[src/rtl/crc_frame_sequencer.sv]
// -----------------------------------------------------------------------------
// crc_frame_sequencer
//
// Drives a bit-serial CRC engine (serial data bit + enable) from a byte stream
// with explicit frame boundaries. The first byte accepted opens a frame and
// clears the engine. Each byte is shifted in one bit per clock. After the byte
// flagged last, the sequencer waits SETTLE_CYCLES idle cycles for the engine
// output to settle. It then captures the CRC and pulses result_valid.
//
// Optional feature (macro CRC_CHECK_EN): after the result pulse, CRC_SIZE/8
// further bytes are accepted, assembled MSB-first and compared to the result.
// The outcome appears on crc_ok / crc_ok_valid.
//
// Parameters:
//   CRC_SIZE      width of crc_value / result (multiple of 8 with CRC_CHECK_EN)
//   MSB_FIRST     1: shift bit7 first, 0: shift bit0 first
//   SETTLE_CYCLES idle cycles (1..7) between last shifted bit and capture
//
// Ports:
//   clk           system clock
//   rst           asynchronous reset, active-low
//   byte_valid    byte_data/byte_last valid
//   byte_data     input byte
//   byte_last     byte is the final data byte of the frame
//   byte_ready    sequencer accepts a byte this cycle
//   abort         drop the current frame (ignored in IDLE)
//   crc_clear     one-cycle engine clear request
//   crc_serial    data bit to the engine
//   crc_enable    engine shifts crc_serial this cycle
//   crc_value     engine's current CRC
//   result        captured frame CRC, held until next capture
//   result_valid  one-cycle pulse when result updates
//   busy          high in every state except IDLE
//   crc_ok        (CRC_CHECK_EN) received CRC matched result
//   crc_ok_valid  (CRC_CHECK_EN) one-cycle pulse when crc_ok is decided
// -----------------------------------------------------------------------------
module crc_frame_sequencer #(
  parameter int CRC_SIZE      = 16,
  parameter bit MSB_FIRST     = 1'b1,
  parameter int SETTLE_CYCLES = 1
) (
  input  logic                clk,
  input  logic                rst,
  input  logic                byte_valid,
  input  logic [7:0]          byte_data,
  input  logic                byte_last,
  output logic                byte_ready,
  input  logic                abort,
  output logic                crc_clear,
  output logic                crc_serial,
  output logic                crc_enable,
  input  logic [CRC_SIZE-1:0] crc_value,
  output logic [CRC_SIZE-1:0] result,
  output logic                result_valid,
`ifdef CRC_CHECK_EN
  output logic                crc_ok,
  output logic                crc_ok_valid,
`endif
  output logic                busy
);

  typedef enum logic [2:0] {
    S_IDLE,
    S_CLEAR,
    S_SHIFT,
    S_WAIT,
    S_SETTLE,
    S_DONE
`ifdef CRC_CHECK_EN
    ,
    S_CHECK,
    S_OK_OUT
`endif
  } state_t;

  state_t        state;
  state_t        state_nxt;
  logic [7:0]    byte_q;
  logic          last_q;
  logic [2:0]    bit_idx;
  logic [2:0]    bit_pos;
  logic [2:0]    settle_cnt;
  logic          capture;
  logic          xfer;

`ifdef CRC_CHECK_EN
  localparam int CHK_BYTES = CRC_SIZE / 8;
  localparam int CHK_W     = (CHK_BYTES > 1) ? $clog2(CHK_BYTES) : 1;

  logic [CHK_W-1:0]    chk_cnt;
  logic [CRC_SIZE-1:0] chk_acc;
  logic [CRC_SIZE-1:0] chk_next;
  logic                chk_final;

  // Older bytes move toward the MSB; the truncating cast keeps CRC_SIZE bits.
  assign chk_next  = CRC_SIZE'({chk_acc, byte_data});
  assign chk_final = (chk_cnt == CHK_W'(CHK_BYTES - 1));
`endif

  assign xfer = byte_valid & byte_ready;
  assign busy = (state != S_IDLE);

  // For 3-bit indices, 7-i equals ~i.
  assign bit_pos = MSB_FIRST ? ~bit_idx : bit_idx;

  always_comb begin
    state_nxt    = state;
    byte_ready   = 1'b0;
    crc_clear    = 1'b0;
    crc_serial   = 1'b0;
    crc_enable   = 1'b0;
    result_valid = 1'b0;
    capture      = 1'b0;
`ifdef CRC_CHECK_EN
    crc_ok_valid = 1'b0;
`endif
    case (state)
      S_IDLE: begin
        // State is already IDLE during reset; rst only masks the handshake.
        byte_ready = rst;
        if (byte_valid) state_nxt = S_CLEAR;
      end
      S_CLEAR: begin
        crc_clear = 1'b1;
        state_nxt = S_SHIFT;
      end
      S_SHIFT: begin
        crc_enable = 1'b1;
        crc_serial = byte_q[bit_pos];
        if (bit_idx == 3'd7) begin
          if (last_q) begin
            state_nxt = S_SETTLE;
          end else begin
            // Accepting on the final bit keeps crc_enable high across bytes.
            byte_ready = 1'b1;
            state_nxt  = byte_valid ? S_SHIFT : S_WAIT;
          end
        end
      end
      S_WAIT: begin
        byte_ready = 1'b1;
        if (byte_valid) state_nxt = S_SHIFT;
      end
      S_SETTLE: begin
        if (settle_cnt == 3'(SETTLE_CYCLES - 1)) begin
          capture   = 1'b1;
          state_nxt = S_DONE;
        end
      end
      S_DONE: begin
        result_valid = 1'b1;
`ifdef CRC_CHECK_EN
        state_nxt    = S_CHECK;
`else
        state_nxt    = S_IDLE;
`endif
      end
`ifdef CRC_CHECK_EN
      S_CHECK: begin
        byte_ready = 1'b1;
        if (byte_valid && chk_final) state_nxt = S_OK_OUT;
      end
      S_OK_OUT: begin
        crc_ok_valid = 1'b1;
        state_nxt    = S_IDLE;
      end
`endif
      default: state_nxt = S_IDLE;
    endcase

    // Abort wins over everything, including a byte accepted this cycle.
    if (abort && (state != S_IDLE)) begin
      state_nxt = S_IDLE;
      capture   = 1'b0;
    end
  end

  always_ff @(posedge clk or negedge rst) begin
    if (!rst) begin
      state      <= S_IDLE;
      bit_idx    <= 3'd0;
      settle_cnt <= 3'd0;
      result     <= '0;
    end else begin
      state      <= state_nxt;
      // Wraps 7->0 on its own, so gapless bytes restart at bit 0.
      bit_idx    <= (state == S_SHIFT) ? bit_idx + 3'd1 : 3'd0;
      settle_cnt <= (state == S_SETTLE) ? settle_cnt + 3'd1 : 3'd0;
      if (capture) result <= crc_value;
    end
  end

  always_ff @(posedge clk) begin
    if (xfer) begin
      byte_q <= byte_data;
      last_q <= byte_last;
    end
  end

`ifdef CRC_CHECK_EN
  always_ff @(posedge clk or negedge rst) begin
    if (!rst) begin
      chk_cnt <= '0;
      crc_ok  <= 1'b0;
    end else begin
      if (state == S_CLEAR) crc_ok <= 1'b0;
      if (state == S_DONE) begin
        chk_cnt <= '0;
      end else if ((state == S_CHECK) && xfer) begin
        chk_cnt <= chk_cnt + CHK_W'(1);
        if (chk_final && !abort) crc_ok <= (chk_next == result);
      end
    end
  end

  always_ff @(posedge clk) begin
    if ((state == S_CHECK) && xfer) chk_acc <= chk_next;
  end
`endif

endmodule

[config.mk]
export PLATFORM = sky130hd
export DESIGN_NAME = crc_frame_sequencer
export DESIGN_NICKNAME = d
export VERILOG_FILES = /design/src/rtl/crc_frame_sequencer.sv
export SDC_FILE = /design/constraint.sdc
export NUM_CORES = 1
export LEC_CHECK = 0
export ABC_AREA = 0
export BUFFER_PORTS_ARGS = -buffer_cell sky130_fd_sc_hd__buf_2
export CAP_MARGIN = 20
export CORE_ASPECT_RATIO = 0.75
export CORE_MARGIN = 10
export CORE_UTILIZATION = 34
export DETAILED_ROUTE_END_ITERATION = 8
export PLACE_DENSITY = 0.54
export SYNTH_ARGS = -nofsm -noshare
export SYNTH_HDL_FRONTEND = slang
export SYNTH_SLANG_ARGS = --single-unit
[constraint.sdc]
create_clock -name clk -period 5.3 [get_ports clk]
set_input_delay 1.06 -clock clk [delete_from_list [all_inputs] [get_ports clk]]
set_output_delay 1.06 -clock clk [all_outputs]
set_load 0.005 [all_outputs]
==> results.yml <==
clock_tree:
  cts_resized: 0
  cts_hold_buf: 0
  cts_sinks: 34
  ctsRootBufferMaster: "clkbuf_8"
  cts_tree: "done"
  cts.path.max_buffers: 2
  cts_buffers: 5
  htreeDepth: 2
  cts.clk_slew.worst_paths_ns: 0.06
  post_cts_buffers: 0
  clock_latency_ns: 0.28
logic_synthesis:
  synth_seq_area_share: 0.617
  yosysWarnings: 0
  synth_cells: 96
  synthAdderAreaFrac: 0.0345
  synth_seq_cells: 34
  synth_xor_area_frac: 0.00603
  syn_area_per_cell_um2: 15.1
  synth_compound_area_frac: 0.0302
  synth_fp_nets: 129
  synth_area_um2: 1450
  synthTopCellsByArea: "dfrtp_1 43%, edfxtp_1 19%, mux2_4 9.3%"
  synth_cell_type_count: 31
  yosys.area.top_type: "dfrtp_1"
  synthSimpleGateAreaFrac: 0.116
  synth_mux_area_frac: 0.177
  synth_top_family_by_area: "multiplexers"
  synth_top_area_share: 0.431
timing:
  setup_viol: 0
  layout_min_cycle_time_ns: 3.02
  rsz0062_at_grt: "false"
  tns_ns: 0
  finalMaxSlewViolations: 0
  worst_pin_slew_ns: 0.557
  slew-limit-headroom: 0.629
  timing.fmax_ghz: 0.331
  hold_viol_final: 0
  post-route-period-util: 0.570
  finClkSkew_ns: 0.00531
global_routing:
  grt_antenna_before_repair: 0
  gr-total-overflow: 0
  grt_pass1_wl_um: 5200
  grt_usage: 0.0910
  grt_pass1_vias: 1037
  grt_max_degree: 27
worst_setup_path:
  cpMaxStageDelayCell: "buf_2"
  critPathBufInv: 2
  path_class: "in2out"
  crit_path_max_incr_delay_ns: 0.45
  crit_path_end_kind: "primary output"
  path_common_cell: "buf_2"
  crit_chain: "buf_2 -> nand2_1 -> a21oi_1 -> buf_2"
  critical_path_required_ns: 4.24
  startpoint_type: "input pin"
  cp_max_fo: 26
  worstPathArrival_ns: 1.96
  cp_top_family: "buffers and inverters"
die:
  die_area_um2: 7310
  die_h_um: 76.6
  start_util: 0.356
  coreArea_um2: 4080
  num_rows: 20
  ioPinCount: 51
  die_w_um: 95.4
detailed_routing:
  ant_nets: 0
  via_count: 963
  dr.pass1.iters: 6
  route.final.wire_length_um: 3160
  drt_iter0_drc: 26
  drt-wirelength-per-cell_um: 15.3
  drc: 0
  viasPerCell: 4.65
layout:
  final_area_um2: 1840
  drive_gt1_frac: 0.493
  insertedDiodeCount: 0
  synthToLayoutAreaGrowth_pct: 26.5
  nets: 185
flow_run:
  max_cap_viol_count: 0
placed_design:
  place.gp.congestion: 0.750
  hpwl_um: 2450
  placed_cell_area_um2: 1750
  port_buffers: 50
pwr:
  vdd_drop_max_mv: 0.135
  p_leak_nw: 0.958
  p_per_area_nw_per_um2: 278
min_path:
  hold_path.class: "reg2reg"
run_status:
  status: "finished clean"
[final timing paths]
path / start / end / slack [ns] / cells past startpoint
setup / recovery: rst / byte_ready / 2.28 / 4
hold / removal: settle_cnt[0] / settle_cnt[0] / 0.47 / 1
setup reg to reg: bit_idx[0] / byte_q[2] / 3.08 / 6
hold reg to reg: settle_cnt[0] / settle_cnt[0] / 0.47 / 1
max in group asynchronous: rst / result[5] / 4.16 / 1
min in group asynchronous: rst / result[0] / 0.77 / 1
[area by class of cell]
class	instances	area (µm²)
multi-input combinational	57	528
timing repair buffer	51	255
clock buffer	7	76.3
inverter	3	11.3
sequential	34	896
fill	387	2240
tap	55	68.8
[placed cells by master (no fill, tap or decap)]
cell type  instances
buf_2             51
dfrtp_1           25
mux2_4             9
edfxtp_1           9
mux2_2             7
nor2_1             5
clkbuf_8           5
nor2b_1            4
ha_1               4
inv_1              3
nand2_1            3
and2_1             2
a21oi_1            2
mux2i_1            2
nor3_1             2
o211ai_1           2
clkbuf_1           2
and2b_1            1
or3_1              1
nor2_4             1
and3_1             1
o21ai_0            1
nor3b_1            1
xnor2_1            1
a211oi_1           1
and3b_1            1
mux4_2             1
nand3_1            1
nand3b_1           1
and4b_1            1
nand4_4            1
a31oi_1            1
[worst reg2reg max path, stage by stage (launching register included)]
cell and delay (ns):
dfrtp_1 0.44, ha_1 0.19, ha_1 0.20, nor2b_1 0.19, o21ai_0 0.13, a211oi_1 0.48
buf_2 0.30
[synthesized netlist by cell type (all sizes together)]
cell    count
and3b       1
or3         1
a211oi      1
a31oi       1
nand2       3
mux2       16
edfxtp      9
o211ai      2
mux2i       2
xnor2       1
nor3b       1
nor3        2
and3        1
o21ai       1
nand3       1
nor2        6
mux4        1
and4b       1
nor2b       4
buf         2
and2b       1
nand4       1
dfrtp      25
and2        2
ha          4
nand3b      1
a21oi       2
inv         3
[registers in the layout (all words and copies together), names as in the netlist]
register    flops
bit_idx         3
result         16
byte_q          8
last_q          1
settle_cnt      3
state           3
[routing by layer]
layer | global-route usage | wire (µm) | part of all wire
met4 | 0.0353 | 55 | 0.017
met1 | 0.114 | 1470 | 0.47
met2 | 0.125 | 1280 | 0.40
met3 | 0.0512 | 355 | 0.11
met5 | 0 | 0 | 0
[per-stage QoR]
step                hold slack [ns]  std cells  setup WS (ns)  power [mW]  utilization
global route                  0.473        207           2.05       0.542        0.450
floorplan                     0.429         96           2.99       0.316            -
CTS                           0.468        206           2.21       0.519        0.449
finish                        0.470        207           2.28       0.510        0.450
detailed placement            0.460        199           2.13       0.346        0.430
global placement              0.445        199           2.27       0.344        0.430
[cell families (layout without fill, tap and decap cells)]
logic type	count (synthesis)	in the layout
buffers and inverters	5	61
DFF	34	34
AOI/OAI and AO/OA	7	7
and+or+nand+nor	26	26
adders and majority gates	4	4
muxes	19	19
xor gates and xnor gates	1	1
[power by group]
| group | switching (mW) | internal [mW] |
|---|---|---|
| sequential | 0.00970 | 0.281 |
| clock | 0.0795 | 0.0902 |
| combinational | 0.0238 | 0.0259 |
(Power assumes the default switching activity.)
